`src/rtl/shift_seq_if.sv`:
```
// shift_seq_if: start/busy/done handshake and operand bus for the multi-cycle shifter
interface shift_seq_if;
    logic        start;
    logic [1:0]  alufun;
    logic [31:0] a;
    logic [31:0] b;
    logic        busy;
    logic        done;
    logic [31:0] res;
    logic        err;
    modport master(output start, alufun, a, b, input busy, done, res, err);
    modport slave(input start, alufun, a, b, output busy, done, res, err);
endinterface

```
`src/rtl/shift_seq.sv`:
```
// shift_seq: multi-cycle SLL/SRL/SRA sequencer, one power-of-two stage per clock; SHIFT_SEQ_ROTATE_EN makes alufun 10 a rotate right
module shift_seq #(
    parameter int SKIP_ZERO = 1
) (
    input logic   clk,
    input logic   reset,
    shift_seq_if.slave s
);
    typedef enum logic [1:0] {IDLE, SHIFT, DONE} state_t;
`ifdef SHIFT_SEQ_ROTATE_EN
    localparam logic ROT = 1'b1;
`else
    localparam logic ROT = 1'b0;
`endif
    state_t      state, state_n;
    logic [31:0] acc, acc_n, res_q, res_n;
    logic [4:0]  amt, amt_n;
    logic [1:0]  mode, mode_n;
    logic [2:0]  ptr, ptr_n, hi;
    logic        unused_b;

    function automatic logic bad(input logic [1:0] m);
        return !ROT && m == 2'b10;
    endfunction

    function automatic logic [31:0] stage(input logic [31:0] v, input logic [1:0] m, input logic [2:0] k);
        logic [31:0] r;
        r = v;
        for (int i = 0; i < 5; i++)
            if (k == 3'(i))
                r = m == 2'b00 ? v << (1 << i)
                  : m == 2'b01 ? v >> (1 << i)
                  : m == 2'b11 ? (v >> (1 << i)) | ({32{v[31]}} & ~(32'hFFFF_FFFF >> (1 << i)))
                  : (v >> (1 << i)) | (v << (32 - (1 << i)));
        return r;
    endfunction

    assign unused_b = ^s.b[31:5];
    assign s.busy   = state != IDLE;
    assign s.done   = state == DONE;
    assign s.err    = state == DONE && bad(mode);
    assign s.res    = res_q;

    // largest set bit of the remaining amount
    always_comb begin
        hi = '0;
        for (int i = 0; i < 5; i++)
            if (amt[i]) hi = 3'(i);
    end

    // next state and datapath updates
    always_comb begin
        state_n = state;
        acc_n   = acc;
        amt_n   = amt;
        mode_n  = mode;
        ptr_n   = ptr;
        case (state)
            IDLE: if (s.start) begin
                acc_n   = s.a;
                amt_n   = s.b[4:0];
                mode_n  = s.alufun;
                ptr_n   = 3'd4;
                state_n = (s.b[4:0] == 5'd0 || bad(s.alufun)) ? DONE : SHIFT;
            end
            SHIFT: if (SKIP_ZERO != 0) begin
                acc_n   = stage(acc, mode, hi);
                amt_n   = amt & ~(5'd1 << hi);
                state_n = amt_n == 5'd0 ? DONE : SHIFT;
            end else begin
                acc_n   = amt[ptr] ? stage(acc, mode, ptr) : acc;
                ptr_n   = ptr - 3'd1;
                state_n = ptr == 3'd0 ? DONE : SHIFT;
            end
            default: state_n = IDLE;
        endcase
        res_n = state_n == DONE ? acc_n : res_q;
    end

    // FSM state register
    always_ff @(posedge clk or posedge reset)
        if (reset) state <= IDLE;
        else state <= state_n;

    // accumulator, amount, mode, stage pointer and result registers
    always_ff @(posedge clk or posedge reset)
        if (reset) begin
            acc   <= '0;
            amt   <= '0;
            mode  <= '0;
            ptr   <= '0;
            res_q <= '0;
        end else begin
            acc   <= acc_n;
            amt   <= amt_n;
            mode  <= mode_n;
            ptr   <= ptr_n;
            res_q <= res_n;
        end
endmodule
```
`src/flat_wrapper.sv`:
```
// flat-port wrapper written by rule: the top's interface ports become plain ports
module shift_seq_flat 
#(
    parameter int SKIP_ZERO = 1
)
  (clk, reset, s_start, s_alufun, s_a, s_b, s_busy, s_done, s_res, s_err);
  shift_seq_if s_i ();
  input logic clk;
  input logic reset;
  input wire logic [$bits(s_i.start)-1:0] s_start;
  input wire logic [$bits(s_i.alufun)-1:0] s_alufun;
  input wire logic [$bits(s_i.a)-1:0] s_a;
  input wire logic [$bits(s_i.b)-1:0] s_b;
  output wire logic [$bits(s_i.busy)-1:0] s_busy;
  output wire logic [$bits(s_i.done)-1:0] s_done;
  output wire logic [$bits(s_i.res)-1:0] s_res;
  output wire logic [$bits(s_i.err)-1:0] s_err;
  assign s_i.start = s_start;
  assign s_i.alufun = s_alufun;
  assign s_i.a = s_a;
  assign s_i.b = s_b;
  assign s_busy = s_i.busy;
  assign s_done = s_i.done;
  assign s_res = s_i.res;
  assign s_err = s_i.err;
  shift_seq #(.SKIP_ZERO(SKIP_ZERO)) u_core (.clk(clk), .reset(reset), .s(s_i));
endmodule
```
`config.mk`:
```
export PLATFORM = sky130hd
export DESIGN_NAME = shift_seq_flat
export DESIGN_NICKNAME = d
export VERILOG_FILES = /design/src/rtl/shift_seq_if.sv /design/src/rtl/shift_seq.sv /design/src/flat_wrapper.sv
export SDC_FILE = /design/constraint.sdc
export NUM_CORES = 1
export LEC_CHECK = 0
export BUFFER_PORTS_ARGS = -buffer_cell sky130_fd_sc_hd__buf_2
export CAP_MARGIN = 20
export CELL_PAD_IN_SITES_DETAIL_PLACEMENT = 0
export CELL_PAD_IN_SITES_GLOBAL_PLACEMENT = 1
export CORE_ASPECT_RATIO = 0.75
export CORE_MARGIN = 4
export CORE_UTILIZATION = 38
export DETAILED_ROUTE_END_ITERATION = 6
export PLACE_DENSITY_LB_ADDON = 0.1
export SYNTH_ARGS = -nofsm -noshare
export SYNTH_HDL_FRONTEND = slang
export SYNTH_SLANG_ARGS = --single-unit
```
`constraint.sdc`:
```
create_clock -name clk -period 2.5 [get_ports clk]
set_clock_uncertainty 0.2 [all_clocks]
set_input_delay 0.375 -clock clk [delete_from_list [all_inputs] [get_ports clk]]
set_output_delay 0.375 -clock clk [all_outputs]
set_load 0.03 [all_outputs]
```
# Yosys cells after proc, flatten, opt, wreduce, memory -nomap -nowiden
# Cells that the tools add are included.
[word_totals]
ff_bits = 73
input_bits = 69
[classes]
eq_ne = 12
n_shift = 1
mux = 32
bitwise = 12
n_reduce_logical = 11
[ops]
columns = ["cell", "n"]
rows = [
  ["$mux W32", 21],
  ["$or A16 B32 Y32", 2],
  ["$or A24 B32 Y32", 2],
  ["$or A28 B32 Y32", 2],
  ["$or A30 B32 Y32", 2],
  ["$or A31 B32 Y32", 2],
  ["$pmux W32 S2", 1],
  ["$eq A2 B2 Y1 const B", 5],
  ["$logic_not A5 Y1", 2],
  ["$pmux W5 S2", 1],
  ["$mux W3", 3],
  ["$eq A3 B2 Y1 const B", 2],
  ["$mux W2", 3],
  ["$and A5 B5 Y5", 1],
  ["$mux W5", 1],
  ["$not A5 Y5", 1],
  ["$shl A1 B3 Y5 const A", 1],
  ["$eq A2 B1 Y1 const B", 2],
  ["$logic_not A2 Y1", 2],
  ["$pmux W2 S2", 1],
  ["$reduce_and A2 Y1", 2],
  ["$reduce_bool A2 Y1", 2],
  ["$eq A3 B1 Y1 const B", 1],
  ["$eq A3 B3 Y1 const B", 1],
  ["5 further kinds", 5],
]

# Longest topological paths before layout
# Gate-level depths: netlist of the first run.
[depth]
ltp_word = 11
depth_mapped = 8
depth_no_buf = 5

# Worst setup path before layout of the first run
# No wires, ideal clock.
[synth_timing]
path_kind = "register to output"
startpoint = "register u_core.state[1]"
endpoint = "output port s_err"
arrival_time_ps = 1613
required_time_ps = 1925
slack_ps = 312
path_stages_with_launch = 4
n_path_buf = 1
cell_sequence = "dfrtp_1 clkbuf_1 nor2b_1 and3_1"
[synth_via]
elab_chain_cells = 2
[synth_rtl]
columns = ["element", "line", "source"]
rows = [
  ["start, declared", "shift_seq.sv:15", "state_t state, state_n;"],
  ["start signal, assigned", "shift_seq.sv:83", "else state <= state_n;"],
  ["$eq A2 B2 Y1", "--", ""],
  ["net s_done", "flat_wrapper.sv:15", "output wire logic [$bits(s_i.done)-1:0] s_done;"],
  ["$logic_and A1 B1 Y1", "shift_seq.sv:41", "assign s.err = state == DONE && bad(mode);"],
  ["end, declared", "flat_wrapper.sv:17", "output wire logic [$bits(s_i.err)-1:0] s_err;"],
]
# The timed path passes the listed nets, and every way through them passes these cells.

# Worst setup path in the final report of the first run
[layout_timing]
startpoint = "register u_core.mode[1]"
endpoint = "register u_core.res_q[16], in the netlist u_core.s.res[16]"
[layout_via]
elab_chain_cells = 10
[layout_rtl]
columns = ["element", "line", "source"]
rows = [
  ["start, declared", "shift_seq.sv:18", "logic [1:0] mode, mode_n;"],
  ["start signal, assigned", "shift_seq.sv:96", "mode <= mode_n;"],
  ["$eq A2 B2 Y1", "shift_seq.sv:33", ": m == 2'b11 ? (v >> (1 << i)) | ({32{v[31]}} & ~(32'hFFFF_FFFF >> (1 << i)))"],
  ["$mux W32", "shift_seq.sv:33", ""],
  ["$mux W32", "shift_seq.sv:32", ": m == 2'b01 ? v >> (1 << i)"],
  ["$mux W32", "shift_seq.sv:31", "r = m == 2'b00 ? v << (1 << i)"],
  ["$mux W32 (4 in a row)", "shift_seq.sv:30", "if (k == 3'(i))"],
  ["$mux W32 *", "shift_seq.sv:30", ""],
  ["$pmux W32 S2 *", "shift_seq.sv:58", "case (state)"],
  ["net u_core.acc_n[16]", "shift_seq.sv:16", "logic [31:0] acc, acc_n, res_q, res_n;"],
  ["end signal, assigned", "shift_seq.sv:98", "res_q <= res_n;"],
  ["end, declared", "shift_seq.sv:16", ""],
]
# Mark *: on every way through the listed nets, which the timed path passes. The rest lies on a longest branch.
# A chain may end at the register's enable or synchronous reset.

==> flow_metrics.tcl, run 1 <==
set metrics [dict create \
    start_util 0.395 \
    worst-path-buf-inv 1 \
    fin_crit_ns 2.42 \
    routed_wl_um 21900 \
    ir_drop_uv 890 \
    seq_area_um2 1830 \
    nets 753 \
    hold_path.startpoint "s_b[4]" \
    cts.path.max_buffers 2 \
    syn_inst 568 \
    setup_viol 0 \
    grt_usage 0.284 \
    setup_tns_ns 0 \
    avgSynthCellArea_um2 9.21 \
    startpoint "u_core.mode[1]" \
    synth_warnings 0 \
    syn-cell-area_um2 5230 \
    cts_tree "yes" \
    coreArea_um2 13200 \
    root_buffer "clkbuf_16" \
    critical_path.max_stage_delay_ns 0.56 \
    post-route-util 0.504 \
    setup_slack_ns 0.0787 \
    port-buffer-count 76 \
    antenna_found_initial 1 \
    area_delta_synth_final_pct 27.6 \
    crit_type "flop to flop" \
    r2r_start "u_core.mode[1]" \
    r2r_cells 6 \
    synthDistinctLibCells 68 \
    required_ns 2.58 \
    synthMuxAreaShare 0.137 \
    synthSimpleGateAreaFrac 0.150 \
    io_pins 104 \
    fin_crit_sh 0.969 \
    hold_viol 0 \
    final_cell_area_um2 6680 \
    maxCapViolations 0 \
    htreeDepth 3 \
    hold_class "input port to flop" \
    grt_max_degree 74 \
    busiest_layer "met1" \
    fmax_ghz 0.413 \
    grt_pass1_vias 5391 \
    grt_pass1_wl_um 33600 \
    drt_iter0_drc 642 \
    synth_nets 637 \
    ys_top_cells_by_area "dfrtp_1 (35%), mux2_2 (8.2%), a21oi_1 (5.0%)" \
    cts.sinks 73 \
    stdcell_count 860 \
    crit_cells 6 \
    routabilityCongestion 0.959 \
    synth_flop_cell "dfrtp_1" \
    clk_pin_slew_ns 0.06 \
    die_area_um2 15700 \
    crit_chain "buf_4 > or3b_2 > a31oi_1 > a311oi_1 > o31ai_2 > mux2_2" \
    status "finished clean" \
    met3_usage 0.0635 \
    ant_nets 0 \
    grt_use_met1 0.431 \
    critPathMaxFanout 16 \
    synth_top_family_by_area "compound AO/OA/AOI/OAI gates" \
    antenna_cells 0 \
    drt-wirelength-per-cell_um 25.5 \
    dp_slack_ns 0.0283 \
    groute.layer.met2.usage 0.403 \
    place_inst 838 \
    vias 5590 \
    synth_edf_count 0 \
    synthArstFlopShare 1.00 \
    arrival_ns 2.50 \
    slew_violations 0 \
    cts-buffers-inserted 9 \
    crit_path_end_kind "flop" \
    final_cell_mix "buf_4 (82), buf_2 (76), dfrtp_1 (71)" \
    reg2reg_to "u_core.s.res[16]" \
    cp_slowest_cell "dfrtp_4" \
    worst_pin_slew_ns 0.552 \
    route.detailed.drc 0 \
    clock_latency_ns 0.35 \
    place_area_um2 6220 \
    ys_seq_area_frac 0.349 \
    synth_seq_cells 73 \
    die_y_um 110 \
    crit_path_start_kind "flop" \
    via_per_inst 6.50 \
    synthAdderAreaFrac 0.00191 \
    multi_input_area_um2 3140 \
    gr-total-overflow 0 \
    rows 36 \
    netlist.area_leader.share 0.349 \
    drive_gt1_frac 0.403 \
    cp_top_family "compound AO/OA/AOI/OAI gates" \
    synth_top_area_cell "dfrtp_1" \
    dp_hpwl_um 16300 \
    r2r_slack_ns 0.08 \
    dr.pass1.iters 5 \
    synth_compound_area_frac 0.296 \
    synthXorXnorAreaFrac 0 \
    fillers 1288 \
    power_density_nw_per_um2 1720 \
    power.leakage_nw 2.82 \
    critical_path.endpoint "u_core.s.res[16]" \
    layout_commonest_cell "buf_4" \
    die_w_um 144 \
    slew_headroom 0.631 \
]
==> cell type report <==
cell class              instances  share of cell area
multi-input cells             422               0.471
inverters                      14             0.00787
clock buffers                  12              0.0384
clock inverters                 4              0.0112
flip-flops and latches         73               0.274
well taps                     171              0.0320
repair buffers                164               0.166
==> sequential cells by signal, summed over array words and instances (netlist names) <==
name,cells
u_core.acc,32
u_core.s.res,32
u_core.amt,5
u_core.mode,2
u_core.state,2
==> per-layer routing <==
layer	routed length [um]	vias up
li1	-	2477
met3	1970	55
met1	10200	2747
met4	473	2
met5	11	-
met2	9240	309
==> worst register-to-register path: cells and delay by family, from the launching register on <==
family	cells	cell delay, ns
mux	1	0.22
simple gates	1	0.55
flops	1	0.56
buf+inv	1	0.23
compound gates	3	0.59
==> timing repair <==
action / CTS / global route
resized for setup: 1 / 19
buffers inserted: 0 / 5
hold buffers: 1 / 0
endpoints found under the setup margin: 1 / 15
endpoints found under the hold margin: 73 / 0
==> where the power goes <==
part | internal [mW] | switching [mW]
sequential | 1.75 | 0.695
combinational | 3.16 | 4.43
clock | 0.929 | 0.519
total | 5.84 | 5.64
==> synth_stat cells (all sizes together) (6+ instances only) <==
cell	instances
dfrtp	73
nor2	7
o31ai	8
mux4	8
mux2	41
or3b	24
clkbuf	27
inv	13
a221oi	12
nand2	21
o22ai	6
a22oi	24
a21oi	52
a31oi	25
o21ai	52
buf	32
a311oi	7
nand3	51
mux2i	6
==> through the flow <==
stage	power, mW	hold WS (ns)
after global routing	12.1	0.0857
after detailed placement	9.62	0.290
final	11.5	0.0644
after global placement	9.58	0.281
after floorplan	6.84	0.292
after CTS	11.1	0.0614
==> kinds of logic after synthesis <==
group | Yosys count
AOI/OAI and AO/OA | 232
and+or+nand+nor | 134
buffers and inverters | 73
DFF | 73
muxes | 55
adders and majority gates | 1
==> worst min path at each step <==
stage / slack [ns] / end / cells after the start
after detailed placement: 0.29 / u_core.s.res[17] / 3
final: 0.06 / u_core.amt[4] / 2
after floorplan: 0.29 / u_core.mode[0] / 2
after global routing: 0.09 / u_core.amt[4] / 2
after global placement: 0.28 / u_core.s.res[17] / 3
after CTS: 0.06 / u_core.amt[4] / 2
Power figures use the tool's default switching activity.
==> run 2: changes to the inputs <==
--- a/config.mk
+++ b/config.mk
@@ -11,8 +11,10 @@
 export CELL_PAD_IN_SITES_GLOBAL_PLACEMENT = 1
 export CORE_ASPECT_RATIO = 0.75
 export CORE_MARGIN = 4
-export CORE_UTILIZATION = 38
+export CORE_UTILIZATION = 39
+export CTS_BUF_LIST = sky130_fd_sc_hd__clkbuf_8
 export DETAILED_ROUTE_END_ITERATION = 6
+export MAX_ROUTING_LAYER = met4
 export PLACE_DENSITY_LB_ADDON = 0.1
 export SYNTH_ARGS = -nofsm -noshare
 export SYNTH_HDL_FRONTEND = slang
==> run 2 against run 1 <==
  * Power decreased by 4.0%
  * Highest routed layer is now met4
  * Largest power group unchanged
  * Design area decreased by 1.4%
  * Via count increased by 0.43%
  * Fmax about the same
  * Wire length about the same
==> flow_metrics.tcl, run 2 (synthesis gave the netlist of run 1 again) <==
set metrics [dict create \
    status "finished clean" \
    post-route-util 0.504 \
    slew_violations 0 \
    layout_commonest_cell "buf_4" \
    place_inst 846 \
    antenna_found_initial 0 \
    setup_viol 0 \
    stdcell_count 863 \
    io_pins 104 \
    crit_chain "buf_12 > or3b_2 > a31oi_1 > a311oi_2 > buf_4 > o31ai_2 > mux2_2" \
    power_density_nw_per_um2 1670 \
    clock_latency_ns 0.38 \
    cts_tree "yes" \
    rows 36 \
    hold_viol 0 \
    cts-buffers-inserted 9 \
    required_ns 2.62 \
    postCtsSetupRepairBufs 0 \
    power.leakage_nw 2.80 \
    route.detailed.drc 0 \
    start_util 0.401 \
    coreArea_um2 13100 \
    routabilityCongestion 0.967 \
    via_per_inst 6.51 \
    drt_iter0_drc 579 \
    cp_slowest_cell "dfrtp_2" \
    fillers 1258 \
    cts.path.max_buffers 2 \
    area_delta_synth_final_pct 25.9 \
    clk_pin_slew_ns 0.08 \
    maxCapViolations 0 \
    root_buffer "clkbuf_8" \
    htreeDepth 3 \
    nets 756 \
    drt-wirelength-per-cell_um 25.4 \
    worst_pin_slew_ns 0.558 \
    final_cell_mix "buf_4 (82), buf_2 (76), dfrtp_1 (71)" \
    fin_crit_sh 0.969 \
    slew_headroom 0.627 \
    worst-path-buf-inv 2 \
    crit_path_start_kind "flop" \
    grt_max_degree 31 \
    grt_usage 0.299 \
    routed_wl_um 21900 \
    crit_type "flop to flop" \
    fin_crit_ns 2.42 \
    ir_drop_uv 709 \
    hold_path.startpoint "s_alufun[0]" \
    grt_pass1_wl_um 33600 \
    antenna_cells 0 \
    fmax_ghz 0.413 \
    ant_nets 0 \
    die_y_um 108 \
    arrival_ns 2.54 \
    drive_gt1_frac 0.397 \
    grt_pass1_vias 5383 \
    port-buffer-count 76 \
    cts.sinks 73 \
    critical_path.max_stage_delay_ns 0.54 \
    die_area_um2 15400 \
    gr-total-overflow 0 \
    hold_class "input port to flop" \
    die_w_um 142 \
    vias 5614 \
    startpoint "u_core.mode[1]" \
    crit_path_end_kind "flop" \
    critPathMaxFanout 17 \
    dr.pass1.iters 5 \
    cp_top_family "compound AO/OA/AOI/OAI gates" \
    r2r_start "u_core.mode[1]" \
    power_mw 11.0 \
    dp_hpwl_um 16900 \
]
[run 2: cell count changes in the layout (fill, tap and decap cells not counted), moves of 2 or more]
cell       delta
a31oi_1       +2
buf_12        +3
clkbuf_16     -9
clkbuf_8      +7
clkinv_4      +2
o21ai_0       +3
o21ai_2       -2
[run 2: where the power goes]
| group | switching [mW] | internal [mW] |
|---|---|---|
| combinational | 4.36 | 3.16 |
| sequential | 0.706 | 1.75 |
| clock | 0.487 | 0.561 |
[run 2: final cells by class]
| type | count | area (um^2) | share of cell area |
|---|---|---|---|
| clock inverter | 7 | 96.3 | 0.0146 |
| timing repair buffer | 167 | 1170 | 0.177 |
| inverter | 14 | 52.6 | 0.00798 |
| clock buffer | 9 | 124 | 0.0188 |
| tap | 171 | 214 | 0.0325 |
| sequential | 73 | 1830 | 0.278 |
| multi-input combinational | 422 | 3100 | 0.471 |
[run 2: what timing repair did]
item	in CTS	in global routing
endpoints found under the setup margin	2	11
endpoints found under the hold margin	22	0
gates resized for setup	2	7
hold buffers	1	0
pin swaps	0	0
[run 2: through the flow]
stage	setup TNS [ns]	hold slack, ns	cell area (um^2)	setup WS, ns
after floorplan	0	0.292	5230	0.0717
after global placement	-0.166	0.246	6320	-0.0805
after detailed placement	-0.0229	0.266	6320	-0.0176
after CTS	0	0.0124	6560	0.00692
after global routing	-0.0105	0.0219	6590	-0.0105
final	0	0.0208	6590	0.0783
[run 2: per-layer routing]
metal	GRT usage	part of all wire	up-vias
met1	0.447	0.47	2794
met3	0.0548	0.089	30
met2	0.421	0.42	308
met4	0.0616	0.016	0
met5	-	0	-
li1	-	-	2482
[run 2: worst paths after layout]
kind	to	slack, ns	cells past startpoint
worst min register to register	u_core.s.res[5]	0.30	1
min in group asynchronous	u_core.s.res[17]	0.39	3
max in group asynchronous	u_core.s.res[0]	1.02	5
worst max-delay path	u_core.s.res[18]	0.08	7
worst max register to register	u_core.s.res[18]	0.08	7
worst min-delay path	u_core.mode[0]	0.02	3
[run 2: worst min-delay path: stages]
cell,delay (ns)
buf_2,0.09
nand2_1,0.04
o21ai_0,0.06
